<file path="config.mk">
export PLATFORM = sky130hd
export DESIGN_NAME = cart_mem_arbiter
export DESIGN_NICKNAME = d
export VERILOG_FILES = /design/src/rtl/cart_mem_arbiter.sv
export SDC_FILE = /design/constraint.sdc
export NUM_CORES = 1
export LEC_CHECK = 0
export CAP_MARGIN = 10
export CORE_ASPECT_RATIO = 0.8
export CORE_MARGIN = 2
export CORE_UTILIZATION = 45
export CTS_CLUSTER_DIAMETER = 150
export DETAILED_ROUTE_END_ITERATION = 6
export HOLD_SLACK_MARGIN = 0.1
export PLACE_DENSITY = 0.76
export SETUP_SLACK_MARGIN = 0.2
export SLEW_MARGIN = 25
export SYNTH_ARGS = -nofsm -noshare
export SYNTH_HDL_FRONTEND = slang
export SYNTH_SLANG_ARGS = --single-unit
</file>
<file path="constraint.sdc">
create_clock -name clk -period 2.3 [get_ports clk]
set_input_delay 0.23 -clock clk [delete_from_list [all_inputs] [get_ports clk]]
set_output_delay 0.23 -clock clk [all_outputs]
set_load 0.02 [all_outputs]
</file>
<file path="src/rtl/cart_mem_arbiter.sv">
// cart_mem_arbiter: serialises mapper PRG/CHR byte requests onto one
// single-port cartridge memory with round-robin grant and a watchdog.
module cart_mem_arbiter #(
    parameter int TIMEOUT = 255,
    parameter int AW      = 22
) (
    input  logic          clk,
    input  logic          reset_n,
    input  logic          ce,

    input  logic [AW-1:0] prg_addr,
    input  logic          prg_read,
    input  logic          prg_write,
    input  logic          prg_allow,
    input  logic [7:0]    prg_wdata,
    output logic [7:0]    prg_rdata,
    output logic          prg_done,

    input  logic [AW-1:0] chr_addr,
    input  logic          chr_read,
    input  logic          chr_write,
    input  logic          chr_allow,
    input  logic [7:0]    chr_wdata,
    output logic [7:0]    chr_rdata,
    output logic          chr_done,

    output logic          mem_req,
    output logic          mem_we,
    output logic [AW-1:0] mem_addr,
    output logic [7:0]    mem_wdata,
    input  logic          mem_ack,
    input  logic [7:0]    mem_rdata,

    output logic          busy,
    output logic          overflow,
    output logic          timeout_err
);

    typedef enum logic [1:0] {
        IDLE,
        ISSUE,
        WAIT
    } state_t;

    localparam logic       SIDE_PRG = 1'b0;
    localparam logic       SIDE_CHR = 1'b1;
    localparam logic [9:0] WD_LAST  = 10'(TIMEOUT - 1);

    state_t        state;
    logic          last_grant;
    logic          cur_side;
    logic [9:0]    wdog;

    logic          prg_pend;
    logic          prg_we_q;
    logic [AW-1:0] prg_addr_q;
    logic [7:0]    prg_wdata_q;

    logic          chr_pend;
    logic          chr_we_q;
    logic [AW-1:0] chr_addr_q;
    logic [7:0]    chr_wdata_q;

    logic          prg_cap;
    logic          prg_cap_we;
    logic          chr_cap;
    logic          chr_cap_we;
    logic          grant_prg;
    logic          grant_chr;

    // A write only counts when the mapper allows it; a blocked write
    // still lets a simultaneous read through.
    always_comb begin
        prg_cap_we = prg_write & prg_allow;
        prg_cap    = ce & (prg_read | prg_cap_we);
        chr_cap_we = chr_write & chr_allow;
        chr_cap    = ce & (chr_read | chr_cap_we);
        grant_prg  = (state == IDLE) & prg_pend
                   & (~chr_pend | (last_grant == SIDE_CHR));
        grant_chr  = (state == IDLE) & chr_pend & ~grant_prg;
    end

    assign busy = (state != IDLE) | prg_pend | chr_pend;

    // Pending slots. A slot leaving for the memory this cycle is not
    // overwritten, so a same-cycle capture refills it without overflow.
    always_ff @(posedge clk or negedge reset_n) begin
        if (!reset_n) begin
            prg_pend    <= 1'b0;
            prg_we_q    <= 1'b0;
            prg_addr_q  <= '0;
            prg_wdata_q <= '0;
            chr_pend    <= 1'b0;
            chr_we_q    <= 1'b0;
            chr_addr_q  <= '0;
            chr_wdata_q <= '0;
            overflow    <= 1'b0;
        end else begin
            if (prg_cap) begin
                prg_pend    <= 1'b1;
                prg_we_q    <= prg_cap_we;
                prg_addr_q  <= prg_addr;
                prg_wdata_q <= prg_wdata;
                if (prg_pend && !grant_prg) begin
                    overflow <= 1'b1;
                end
            end else if (grant_prg) begin
                prg_pend <= 1'b0;
            end

            if (chr_cap) begin
                chr_pend    <= 1'b1;
                chr_we_q    <= chr_cap_we;
                chr_addr_q  <= chr_addr;
                chr_wdata_q <= chr_wdata;
                if (chr_pend && !grant_chr) begin
                    overflow <= 1'b1;
                end
            end else if (grant_chr) begin
                chr_pend <= 1'b0;
            end
        end
    end

    // ISSUE is the first cycle mem_req is high; WAIT covers the rest.
    always_ff @(posedge clk or negedge reset_n) begin
        if (!reset_n) begin
            state       <= IDLE;
            last_grant  <= SIDE_CHR;
            cur_side    <= SIDE_PRG;
            wdog        <= '0;
            mem_req     <= 1'b0;
            mem_we      <= 1'b0;
            mem_addr    <= '0;
            mem_wdata   <= '0;
            prg_rdata   <= '0;
            chr_rdata   <= '0;
            prg_done    <= 1'b0;
            chr_done    <= 1'b0;
            timeout_err <= 1'b0;
        end else begin
            prg_done <= 1'b0;
            chr_done <= 1'b0;
            unique case (state)
                IDLE: begin
                    if (grant_prg || grant_chr) begin
                        state    <= ISSUE;
                        mem_req  <= 1'b1;
                        cur_side <= grant_chr;
                        wdog     <= '0;
                        if (grant_chr) begin
                            mem_we    <= chr_we_q;
                            mem_addr  <= chr_addr_q;
                            mem_wdata <= chr_wdata_q;
                        end else begin
                            mem_we    <= prg_we_q;
                            mem_addr  <= prg_addr_q;
                            mem_wdata <= prg_wdata_q;
                        end
                    end
                end
                ISSUE, WAIT: begin
                    if (mem_ack || wdog == WD_LAST) begin
                        state      <= IDLE;
                        mem_req    <= 1'b0;
                        last_grant <= cur_side;
                        if (cur_side == SIDE_CHR) begin
                            chr_done <= 1'b1;
                        end else begin
                            prg_done <= 1'b1;
                        end
                        if (!mem_ack) begin
                            timeout_err <= 1'b1;
                        end else if (!mem_we) begin
                            if (cur_side == SIDE_CHR) begin
                                chr_rdata <= mem_rdata;
                            end else begin
                                prg_rdata <= mem_rdata;
                            end
                        end
                    end else begin
                        state <= WAIT;
                        wdog  <= wdog + 10'd1;
                    end
                end
                default: begin
                    state   <= IDLE;
                    mem_req <= 1'b0;
                end
            endcase
        end
    end

endmodule

</file>
==> results.tsv <==
metric	value	unit
switching power	3.440	mW
vias per std cell	5.255	
final instance area	7694	µm²
# Max-Cap Violations	0	
placeable core area	11650	µm²
Max clock buf depth	2	
critical path launch point type	flip-flop	
Syn Nets	498	
gpl congestion	0.8505	
VDD IR max	0.7142	mV
Post-Route WL	12370	µm
initial antenna violation count	0	
Synth Flop Type	dfrtp_1	
die height	102.2	µm
antenna-violating nets left	0	
layout cells sized above 1	0.2561	
fill cell count	896	
RSZ-0062 raised after global routing	no	
drt initial violations	227	
Worst-path clk slew	0.06	ns
Setup crit end kind	flip-flop	
IO Pins	131	
Avg Inst Size Synth	13.07	µm²
cts bufs inserted	17	
period utilisation layout	0.8798	
full die area	12960	µm²
Internal	6.695	mW
Syn-to-layout area delta	41.81	%
fin cells	726	
HPWL after DPL	8408	µm
synthesized cell area	5425	µm²
post-detailed-route wirelength per cell	17.04	µm
Area after DPL	7023	µm²
maximum clock rate	494.2	MHz
Slew Limit Fails	0	
vias in the first global route	4099	
total gr overflow	0	
final setup fails	0	
die width	126.8	µm
most frequent cells in the layout	129 x dfrtp_1, 128 x clkdlybuf4s50_1, 78 x mux2_2	
Synth cell types	42	
most common cell after layout, fill and taps aside	dfrtp_1	
asr flop ratio synth	1.000	
hold slack	0.2223	ns
largest net degree at the start of global routing	77	
DRT Pass-1 Iters	4	
Mapped Cells	415	
placed cell count	687	
Crit path arrival time	2.31	ns
Crit Path Max Fanout	4	
switch share	0.3394	
combinational fraction of design power	0.391	
Crit Path Class	reg2reg	
sequential-to-total area share from yosys stat	0.5999	
H-Tree Depth	4	
Period minus WS final	2.024	ns
TritonCTS clock tree	yes	
Max-slew headroom	0.5182	
clock power share	0.268	
Hold Crit Class	in2async	
clk sinks	130	
number of synthesized register bits	130	
Reg power frac	0.341	
synth warn	0	
first-pass GRT wire length	20510	µm
Starting Density	0.4657	
Post-layout nets	648	
clock latency on the worst-skew pair	0.40	ns
# diodes	0	
Final Hold Viols	0	
status	completed	
Final Core Density	0.6605	
GRT Total Usage	0.2045	
Clock Skew	0.008305	ns
setup total negative slack	0	ns
standard-cell rows	35	
worst endpoint required time	2.59	ns
DRC	0	
Root Buffer	clkbuf_16	
PD cells	1317	nW/µm²
worst slew pin tran	0.7200	ns
leak pwr	3.309	nW
number of synthesized flops with an enable pin	0	
IO buf count	130	
via count	3815	
-- state kept, by name (all words and copies together) (netlist names), 8 cells and up --
name and flops:
mem_addr 22, chr_wdata_q 8, prg_addr_q 22, wdog 10, prg_wdata_q 8, mem_wdata 8, chr_rdata 8, prg_rdata 8
chr_addr_q 22
-- power by group through the flow --
stage,registers (mW),clock network (mW),logic (mW)
floorplan,3.91,0,1.69
global placement,3.46,0,3.73
detailed placement,3.49,0,3.84
CTS,3.47,2.77,3.92
global route,3.56,2.89,4.30
finish,3.45,2.72,3.96
-- area by class of cell --
class	instances	area [µm²]	share of cell area
clock inverter	13	160.2	0.02082
tap	148	185.2	0.02407
inverter	10	37.54	0.004879
timing repair buffer	149	1493	0.1940
clock buffer	19	442.9	0.05757
sequential	130	3254	0.4230
multi-input combinational	257	2121	0.2757
-- Yosys cell counts (all sizes together), types with 2 or more instances --
cell type,number,area share
dfrtp,129,0.60
mux2,79,0.16
nand2,43,0.030
o21ai,39,0.038
mux2i,31,0.057
clkbuf,15,0.010
inv,9,0.0062
nor2,7,0.0048
ha,5,0.012
nand3,5,0.0055
nor4,5,0.0058
a211o,4,0.0074
a22o,4,0.0065
and2,4,0.0046
and3,4,0.0048
nor3,4,0.0046
a21o,3,0.0044
buf,3,0.0028
or3,3,0.0035
a21oi,2,0.0018
nor2b,2,0.0023
o221ai,2,0.0032
-- through the flow --
step | setup slack (ns) | total power [mW]
floorplan | 0.2695 | 5.601
global placement | 0.1701 | 7.195
detailed placement | 0.07666 | 7.333
CTS | 0.1489 | 10.15
global route | 0.2072 | 10.75
finish | 0.2764 | 10.13
-- metal layers --
metal / up-vias / global-route usage / wire, µm
li1: 1775 / - / -
met1: 1913 / 0.2655 / 5472
met2: 121 / 0.3368 / 5954
met3: 6 / 0.06859 / 863
met4: 0 / 0.05156 / 82
met5: - / 0 / 0
-- cell families after synthesis --
| group | share of synthesized area |
|---|---|
| compound gates | 0.07496 |
| mux | 0.2219 |
| fa+ha+maj | 0.01153 |
| buf+inv | 0.02006 |
| simple gates | 0.07173 |
| flops | 0.5999 |
-- timing repair --
item / in CTS / in global routing
pin swaps: 1 / 3
buffers inserted: 2 / 4
hold endpoints to repair: 129 / 0
hold buffers: 1 / 0
setup endpoints to repair: 2 / 17
gates resized for setup: 2 / 2
-- path summary, 6_finish.rpt --
| check | start | to | slack [ns] | cells after the start |
|---|---|---|---|---|
| worst min-delay path | reset_n | chr_addr_q[17] | 0.22 | 2 |
| min in group clk | chr_wdata[4] | chr_wdata_q[4] | 0.44 | 2 |
| worst min register to register | timeout_err | timeout_err | 0.46 | 1 |
| worst max-delay path | wdog[0] | wdog[1] | 0.28 | 6 |
| worst max register to register | wdog[0] | wdog[1] | 0.28 | 6 |
| max in group asynchronous | reset_n | last_grant | 1.47 | 3 |
-- worst max-delay path: stages, from the launching register on --
cell and delay (ns):
dfrtp_1 0.38, inv_1 0.10, ha_1 0.15, or3b_4 0.40, o31a_1 0.34, o21ai_4 0.22, mux2_4 0.32
No activity file was read; power rests on OpenSTA's default activity.
